$ cat config.mk
export PLATFORM = sky130hd
export DESIGN_NAME = host_uart_rx
export DESIGN_NICKNAME = d
export VERILOG_FILES = /design/src/rtl/host_uart_pkg.sv /design/src/rtl/host_rx_fifo.sv /design/src/rtl/host_uart_rx.sv
export SDC_FILE = /design/constraint.sdc
export NUM_CORES = 1
export LEC_CHECK = 0
export BUFFER_PORTS_ARGS = -buffer_cell sky130_fd_sc_hd__buf_4
export CAP_MARGIN = 20
export CELL_PAD_IN_SITES_DETAIL_PLACEMENT = 0
export CELL_PAD_IN_SITES_GLOBAL_PLACEMENT = 1
export CORE_MARGIN = 4
export CORE_UTILIZATION = 50
export DETAILED_ROUTE_END_ITERATION = 8
export MAX_ROUTING_LAYER = met4
export PLACE_DENSITY = 0.79
export SYNTH_ARGS = -nofsm -noshare
export SYNTH_HDL_FRONTEND = slang
export SYNTH_SLANG_ARGS = --single-unit
$ cat constraint.sdc
create_clock -name clk_i -period 3.9 [get_ports clk_i]
set_input_delay 0.39 -clock clk_i [delete_from_list [all_inputs] [get_ports clk_i]]
set_output_delay 0.39 -clock clk_i [all_outputs]
set_load 0.01 [all_outputs]
$ cat src/rtl/host_uart_pkg.sv
// Shared types and helpers for the host UART receiver.
// The PARITY encoding is always reserved so the state encoding does not
// depend on whether HOST_UART_RX_PARITY_EN is defined.
package host_uart_pkg;

  typedef enum logic [2:0] {
    ST_IDLE    = 3'd0,
    ST_START   = 3'd1,
    ST_DATA    = 3'd2,
    ST_PARITY  = 3'd3,
    ST_STOP    = 3'd4,
    ST_ERRWAIT = 3'd5
  } rx_state_e;

  // One width serves both the baud counter and the idle timer. The idle
  // limit is always at least one bit-time, so it sets the width.
  function automatic int cnt_width(input int clks_per_bit, input int idle_timeout);
    return $clog2(clks_per_bit * idle_timeout + 1);
  endfunction

endpackage

$ cat src/rtl/host_rx_fifo.sv
// Synchronous first-word-fall-through byte FIFO. The head byte is read
// combinationally from storage and forced to zero while empty.
module host_rx_fifo
  import host_uart_pkg::*;
#(
  parameter int FIFO_DEPTH = 16
) (
  input  logic                          clk_i,
  input  logic                          rst_i,
  input  logic                          push,
  input  logic [7:0]                    wdata,
  input  logic                          pop,
  output logic [7:0]                    rdata,
  output logic                          full,
  output logic                          empty,
  output logic [$clog2(FIFO_DEPTH):0]   level
);

  localparam int AW = $clog2(FIFO_DEPTH);
  localparam logic [AW:0]   LVL_FULL = (AW+1)'(FIFO_DEPTH);
  localparam logic [AW:0]   LVL_ONE  = (AW+1)'(1);
  localparam logic [AW-1:0] PTR_ONE  = AW'(1);

  logic [7:0]    mem [FIFO_DEPTH];
  logic [AW-1:0] wr_ptr;
  logic [AW-1:0] rd_ptr;
  logic [AW:0]   count;
  logic          push_ok;
  logic          pop_ok;

  assign empty   = (count == '0);
  assign full    = (count == LVL_FULL);
  // A pop frees a slot in the same cycle, so a full FIFO can still accept.
  assign pop_ok  = pop && !empty;
  assign push_ok = push && (!full || pop_ok);
  assign rdata   = empty ? 8'h00 : mem[rd_ptr];
  assign level   = count;

  // Pointer and occupancy bookkeeping.
  always_ff @(posedge clk_i) begin
    if (rst_i) begin
      wr_ptr <= '0;
      rd_ptr <= '0;
      count  <= '0;
    end else begin
      if (push_ok) wr_ptr <= wr_ptr + PTR_ONE;
      if (pop_ok)  rd_ptr <= rd_ptr + PTR_ONE;
      case ({push_ok, pop_ok})
        2'b10:   count <= count + LVL_ONE;
        2'b01:   count <= count - LVL_ONE;
        default: count <= count;
      endcase
    end
  end

  // Byte storage; contents are meaningless while not counted in level.
  always_ff @(posedge clk_i) begin
    if (push_ok) mem[wr_ptr] <= wdata;
  end

endmodule

$ cat src/rtl/host_uart_rx.sv
// Host UART receiver: 8N1 deserialiser, FWFT byte buffer and load-session
// idle timer driving done_o.
// Optional macro HOST_UART_RX_PARITY_EN switches the frame to 8E1 and adds
// the sticky parity_err_o port.
module host_uart_rx
  import host_uart_pkg::*;
#(
  parameter int CLKS_PER_BIT = 868,
  parameter int FIFO_DEPTH   = 16,
  parameter int IDLE_TIMEOUT = 20
) (
  input  logic                          clk_i,
  input  logic                          rst_i,
  input  logic                          rx_i,
  output logic [7:0]                    data_o,
  output logic                          valid_o,
  input  logic                          ack_i,
  output logic                          done_o,
  output logic                          frame_err_o,
  output logic                          overflow_o,
`ifdef HOST_UART_RX_PARITY_EN
  output logic                          parity_err_o,
`endif
  output logic [$clog2(FIFO_DEPTH):0]   level_o
);

  localparam int CW = cnt_width(CLKS_PER_BIT, IDLE_TIMEOUT);
  localparam logic [CW-1:0] HALF_BIT   = CW'(CLKS_PER_BIT / 2 - 1);
  localparam logic [CW-1:0] FULL_BIT   = CW'(CLKS_PER_BIT - 1);
  localparam logic [CW-1:0] IDLE_LIMIT = CW'(IDLE_TIMEOUT * CLKS_PER_BIT);
  localparam logic [CW-1:0] CNT_ONE    = CW'(1);

  logic          rx_p0, rx_p1, rx_p2;
  logic          rxs, fall;
  rx_state_e     state, state_n;
  logic [CW-1:0] cnt, cnt_n;
  logic [2:0]    bit_idx, bit_n;
  logic [7:0]    shift, shift_n;
  logic [CW-1:0] idle_cnt, idle_n;
  logic          sess_done, sess_done_n;
  logic          ferr, ferr_n;
  logic          ovf, ovf_n;
  logic          push, pop;
  logic          fifo_full, fifo_empty;
`ifdef HOST_UART_RX_PARITY_EN
  logic          par_bad, par_bad_n;
  logic          perr, perr_n;
`endif

  // Two-flop synchroniser plus one history flop for start-edge detection.
  always_ff @(posedge clk_i) begin
    if (rst_i) begin
      rx_p0 <= 1'b1;
      rx_p1 <= 1'b1;
      rx_p2 <= 1'b1;
    end else begin
      rx_p0 <= rx_i;
      rx_p1 <= rx_p0;
      rx_p2 <= rx_p1;
    end
  end

  assign rxs  = rx_p1;
  assign fall = rx_p2 & ~rx_p1;

  // Control state register.
  always_ff @(posedge clk_i) begin
    if (rst_i) begin
      state     <= ST_IDLE;
      cnt       <= '0;
      bit_idx   <= '0;
      idle_cnt  <= '0;
      sess_done <= 1'b1;
      ferr      <= 1'b0;
      ovf       <= 1'b0;
`ifdef HOST_UART_RX_PARITY_EN
      par_bad   <= 1'b0;
      perr      <= 1'b0;
`endif
    end else begin
      state     <= state_n;
      cnt       <= cnt_n;
      bit_idx   <= bit_n;
      idle_cnt  <= idle_n;
      sess_done <= sess_done_n;
      ferr      <= ferr_n;
      ovf       <= ovf_n;
`ifdef HOST_UART_RX_PARITY_EN
      par_bad   <= par_bad_n;
      perr      <= perr_n;
`endif
    end
  end

  // Shift register holds data only; a partial byte is never pushed.
  always_ff @(posedge clk_i) begin
    shift <= shift_n;
  end

  // Next-state, bit sampling, idle timer and sticky error flags.
  always_comb begin
    state_n     = state;
    cnt_n       = cnt;
    bit_n       = bit_idx;
    shift_n     = shift;
    push        = 1'b0;
    ferr_n      = ferr;
    sess_done_n = sess_done;
    idle_n      = '0;
`ifdef HOST_UART_RX_PARITY_EN
    par_bad_n   = par_bad;
    perr_n      = perr;
`endif

    // Idle timer first so that a start edge in the same cycle wins.
    if (state == ST_IDLE && rxs) begin
      idle_n = (idle_cnt == IDLE_LIMIT) ? idle_cnt : idle_cnt + CNT_ONE;
    end
    if (idle_cnt == IDLE_LIMIT) sess_done_n = 1'b1;

    case (state)
      ST_IDLE: begin
        if (fall) begin
          state_n     = ST_START;
          cnt_n       = HALF_BIT;
          sess_done_n = 1'b0;
        end
      end
      ST_START: begin
        if (cnt == '0) begin
          if (rxs) begin
            state_n = ST_IDLE;
          end else begin
            state_n = ST_DATA;
            bit_n   = '0;
            cnt_n   = FULL_BIT;
          end
        end else begin
          cnt_n = cnt - CNT_ONE;
        end
      end
      ST_DATA: begin
        if (cnt == '0) begin
          shift_n = {rxs, shift[7:1]};
          cnt_n   = FULL_BIT;
          bit_n   = bit_idx + 3'd1;
          if (bit_idx == 3'd7) begin
`ifdef HOST_UART_RX_PARITY_EN
            state_n = ST_PARITY;
`else
            state_n = ST_STOP;
`endif
          end
        end else begin
          cnt_n = cnt - CNT_ONE;
        end
      end
`ifdef HOST_UART_RX_PARITY_EN
      ST_PARITY: begin
        if (cnt == '0) begin
          par_bad_n = rxs ^ (^shift);
          cnt_n     = FULL_BIT;
          state_n   = ST_STOP;
        end else begin
          cnt_n = cnt - CNT_ONE;
        end
      end
`endif
      ST_STOP: begin
        if (cnt == '0) begin
          if (rxs) begin
            state_n = ST_IDLE;
`ifdef HOST_UART_RX_PARITY_EN
            push    = !par_bad;
            if (par_bad) perr_n = 1'b1;
`else
            push    = 1'b1;
`endif
          end else begin
            ferr_n  = 1'b1;
            state_n = ST_ERRWAIT;
          end
        end else begin
          cnt_n = cnt - CNT_ONE;
        end
      end
      ST_ERRWAIT: begin
        if (rxs) state_n = ST_IDLE;
      end
      default: state_n = ST_IDLE;
    endcase

    ovf_n = ovf | (push && fifo_full && !pop);
  end

  assign pop = valid_o && ack_i;

  host_rx_fifo #(
    .FIFO_DEPTH(FIFO_DEPTH)
  ) u_fifo (
    .clk_i (clk_i),
    .rst_i (rst_i),
    .push  (push),
    .wdata (shift),
    .pop   (pop),
    .rdata (data_o),
    .full  (fifo_full),
    .empty (fifo_empty),
    .level (level_o)
  );

  assign valid_o     = ~fifo_empty;
  assign done_o      = sess_done & fifo_empty;
  assign frame_err_o = ferr;
  assign overflow_o  = ovf;
`ifdef HOST_UART_RX_PARITY_EN
  assign parity_err_o = perr;
`endif

endmodule

Yosys cells after proc, flatten, opt, wreduce, memory -nomap -nowiden
Memory sizes are Yosys's and may differ from the RTL's. A register that Yosys moved wholly into a read port is not among the register bits.
Cells that the tools add are included.
- flip-flop bits (word level): 63
- RAM bits: 128
- word-level logic and storage cells: 99
- memories: 1
- memories (memory ; words ; bits a word ; rd ports ; clocked after memory_dff ; write ports ; RTL line ; source):
    u_fifo.mem ; 16 ; 8 ; 1 ; 1 ; 1 ; host_rx_fifo.sv:24 ; logic [7:0] mem [FIFO_DEPTH];
- add/sub/neg operators: 7
- equal/unequal tests: 18
- multiplexer cells: 31
- bitwise operators: 6
- reduce and logical (&&, ||, !) cells: 22
- operator list (operator ; number):
    $mux W15 ; 5
    $pmux W15 S4 ; 1
    $mux W3 ; 10
    $ne A2 B2 Y1 const B ; 8
    $add A15 B1 Y15 const B ; 1
    $eq A15 B15 Y1 const B ; 1
    $logic_not A15 Y1 ; 1
    $pmux W3 S5 ; 1
    $sub A15 B1 Y15 const B ; 1
    $pmux W5 S2 ; 1
    $eq A3 B3 Y1 const B ; 3
    $add A4 B1 Y4 const B ; 2
    $mux W1 ; 8
    $mux W4 ; 2
    $mux W8 ; 1
    $reduce_and A4 Y1 ; 2
    $logic_and A1 B1 Y1 ; 6
    $pmux W3 S2 ; 1
    $reduce_and A6 Y1 ; 1
    $add A5 B1 Y5 const B ; 1
    $eq A5 B5 Y1 const B ; 1
    $logic_not A5 Y1 ; 1
    $sub A5 B1 Y5 const B ; 1
    $reduce_bool A2 Y1 ; 2
    17 further kinds ; 22

Depth between registers and ports, before layout
- depth after elaboration: 8
- gate-level depth with buffers: 13
- gate-level depth less buffers: 12

By module
Synthesis repeated with hierarchy kept, for this count alone.
- cells, all modules: 601
- area total of the unflattened synthesis: 8395.6 um2
- modules (own cells, without submodules) (module ; instances ; cells each ; area each (um2) ; seq. area each (um2)):
    host_rx_fifo ; 1 ; 333 ; 5967.0 ; 4184.0
    host_uart_rx ; 1 ; 268 ; 2428.6 ; 1081.0

Least setup slack after synthesis
OpenSTA, ideal clock, no wires.
- kind: register to register
- start: register cnt[0]
- end: register u_fifo.count[4] (netlist: u_fifo.level[4])
- arrival time: 2.721 ns
- setup slack: 1.056 ns
- stages on the path, launching flop included: 14
- path through: dfxtp_1 > inv_1 > ha_1 > nor4b_2 > and4_1 > clkbuf_1 > a31oi_2 > inv_1 > fa_1 > inv_1 > a21o_1 > a21oi_1 > mux2i_1 > mux2_1
- word-level cells in the longest chain between the ends: 6
- elaborated cells between the ends (all ways): 8
- those cells by class: eq/ne: 2; mux: 3; reduce/logical: 3
- RTL lines (element ; RTL line ; source):
    start, declared ; host_uart_rx.sv:36 ; logic [CW-1:0] cnt, cnt_n;
    start signal, assigned ; host_uart_rx.sv:82 ; cnt <= cnt_n;
    $logic_not A15 Y1 * ; host_uart_rx.sv:170 ; if (cnt == '0) begin
    $mux W1 * ; host_uart_rx.sv:170 ;
    $mux W1 * ; host_uart_rx.sv:121 ; case (state)
    $logic_and A1 B1 Y1 * ; host_rx_fifo.sv:35 ; assign push_ok = push && (!full || pop_ok);
    $eq A2 B1 Y1 or $eq A2 B2 Y1 (tied branches) ; host_rx_fifo.sv:48 ; case ({push_ok, pop_ok})
    $pmux W5 S2 or $reduce_bool A2 Y1 (tied branches) ; -- ;
    end signal, assigned ; host_rx_fifo.sv:49 ; 2'b10: count <= count + LVL_ONE;
    end signal, assigned ; host_rx_fifo.sv:50 ; 2'b01: count <= count - LVL_ONE;
    end signal, assigned ; host_rx_fifo.sv:51 ; default: count <= count;
    end, declared ; host_rx_fifo.sv:27 ; logic [AW:0] count;
Mark *: on every way between the ends. The rest lies on a longest branch, timed or not.
A chain may end at the register's enable or synchronous reset.

==> results.toml <==
[status]
status = "completed"

[clocking]
cts_buffers = 17
clk_latency_ns = 0.43
root_buffer = "clkbuf_16"
htree_levels = 4
path_clk_slew_ns = 0.06
cts_resized = 0
cts_setup_buffers = 0
cts.sinks = 195
cts_hold_buf = 0
cts_tree = "built"
clk_path_buf_depth = 2

[finish]
areaGrowthSynthToFinish_pct = 11.3
multi_input_area_sq_um = 2840
diodes = 0
nFillCells = 1311
seqCellArea_sq_um = 5270
fin_nets = 616
drive_above_1_share_pct = 18.6
stdcell_area_sq_um = 9210

[global_routing]
grt_overflow = 0
first_global_vias = 4839
grt_antenna_before_repair = 0
grt_use_met1_pct = 25.6
gr-usage-met3_pct = 4.19
grt_pass1_wl_um = 26900
grt_usage_pct = 19.9
busiest_layer = "met2"
grt_max_degree = 42
met2_usage_pct = 32.4

[synth]
yosysWarnings = 0
syn_nets = 593
netlist_area_sq_um = 8270
ys_types = 65
synth_flop_cell = "edfxtp_1"
ys_seq_elements = 195
async_flop_share_pct = 0
synth_edf_count = 136
syn_area_per_cell_sq_um = 14.4
synthCells = 574
seq_area_frac_synth_pct = 63.6

[routing]
wl_per_cell_um = 20.6
first_iter_violations = 383
postRouteAntennaNets = 0
wl_um = 16900
vias_per_cell = 5.90
route.detailed.drc = 0
vias = 4860
drt_first_pass_iters = 5

[placed_design]
io_buffer_count = 20
place_hpwl_um = 10600
gp_congestion = 0.803
placed_area_sq_um = 8660

[power_and_ir_drop]
leakagePower_nw = 3.08
peakVddDrop_mv = 0.399
power.density_nw_per_um2 = 567

[floorplanning]
die_h_um = 137
start_util_pct = 51.5
boundaryPins = 21
die_w_um = 137
coreArea_sq_um = 16100
die_area_sq_um = 18700
row_count = 46

[timing]
final-max-slew-violation-count = 0
tightest_slew_ns = 0.934
finalCriticalPeriod_ns = 3.27
hold_violations = 0
min_period_over_period_pct = 83.7
finalSetupViolCount = 0
skew_ns = 0.0169
fmax_mhz = 306
fin_tns_setup_ns = 0
maxSlewHeadroom_pct = 37.2
rsz0062_at_grt = "false"

[min_path]
holdCritPathClass = "input pin to flop"

[run]
max_cap_violations = 0

[worst_setup_path]
cp.required_ns = 3.51
startpoint_type = "flop"
crit_type = "flop to output port"
crit_arrival_ns = 2.88
crit_fanout = 15
end_kind = "output port"
-- critical path, cell delays in order (launching register included) --
cell	delay (ns)
dfxtp_2	0.70
buf_4	0.39
mux4_2	0.55
mux4_2	0.50
and2_1	0.17
buf_4	0.14
-- per-stage QoR --
stage | worst slack, ns | std cells | hold WS (ns) | power, mW | utilization (%)
3_3_place_gp | 0.965 | 794 | 0.392 | 3.61 | 53.9
2_1_floorplan | 1.06 | 574 | 0.389 | 3.25 | -
4_1_cts | 0.555 | 824 | 0.141 | 5.26 | 57.4
3_5_place_dp | 0.829 | 794 | 0.400 | 3.64 | 53.9
5_1_grt | 0.445 | 824 | 0.139 | 5.48 | 57.4
6_report | 0.635 | 824 | 0.155 | 5.22 | 57.4
-- layout make-up --
class / instances / share of cell area [%]
clock buffers: 19 / 4.70
clock inverters: 11 / 1.25
inverters: 17 / 0.693
multi-input cells: 336 / 30.8
flip-flops and latches: 195 / 57.2
well taps: 216 / 2.93
repair buffers: 30 / 2.45
-- logic make-up (layout without fill, tap and decap cells) --
family | count (synthesis) | after routing | share of synthesized area [%]
flip-flops | 195 | 195 | 63.6
XOR/XNOR | 18 | 18 | 1.91
AO/OA/AOI/OAI | 84 | 84 | 6.59
AND/OR/NAND/NOR | 173 | 173 | 11.8
multiplexers | 45 | 45 | 11.5
buffers and inverters | 43 | 77 | 2.07
adder cells (fa/ha/maj) | 16 | 16 | 2.48
-- power breakdown --
part | internal [mW] | switching (mW)
registers | 2.24 | 0.109
logic | 0.639 | 0.594
clock network | 0.929 | 0.712
total | 3.81 | 1.41
-- cells in the final DEF, fill, tap and decap left out, types with 3 or more instances in the layout --
cell type,instances
a21o_1,4
nor2_1,43
mux4_2,40
and3_1,14
nor4_1,5
xor2_1,10
o21ai_1,3
nand2b_1,4
a21oi_1,28
edfxtp_1,136
nand3b_1,4
nor3_1,14
nand4_1,10
a22oi_1,3
or2_2,4
buf_4,30
nor2b_1,8
clkbuf_16,17
and2_1,10
dfxtp_1,58
and4_1,3
o21ai_0,18
a31oi_1,3
nand2_1,17
or3_1,6
xnor2_1,8
ha_1,14
a32o_1,3
mux2i_1,4
nand3_1,17
inv_1,17
-- layer usage --
layer  wire (um)  vias up
met4         273        0
met5           0        -
met2        8630      118
met3         689       17
li1            -     2266
met1        7360     2459
-- registers in the layout, indices dropped and copies added (netlist names), 3 cells and up, named ones only --
register and cells:
bit_idx 3, cnt 15, idle_cnt 15, shift 8, state 3, u_fifo.level 5, u_fifo.mem 128, u_fifo.rd_ptr 4
u_fifo.wr_ptr 4
-- synth_stat cells (17+ instances only) --
library cell	n	share of area (%)
edfxtp_1	136	49
dfxtp_1	59	14
nor2_1	43	2.0
mux4_2	40	11
a21oi_1	28	1.7
clkbuf_1	18	0.82
o21ai_0	18	1.1
inv_1	17	0.77
nand2_1	17	0.77
nand3_1	17	1.0
-- final timing paths --
kind	startpoint	endpoint	slack (ns)	cells after the start
min	rx_i	rx_p0	0.16	2
max	flop	data_o[5]	0.63	5
min reg2reg	rx_p0	rx_p1	0.42	1
max reg2reg	cnt[0]	u_fifo.level[4]	0.80	12
(Power assumes the default switching activity.)
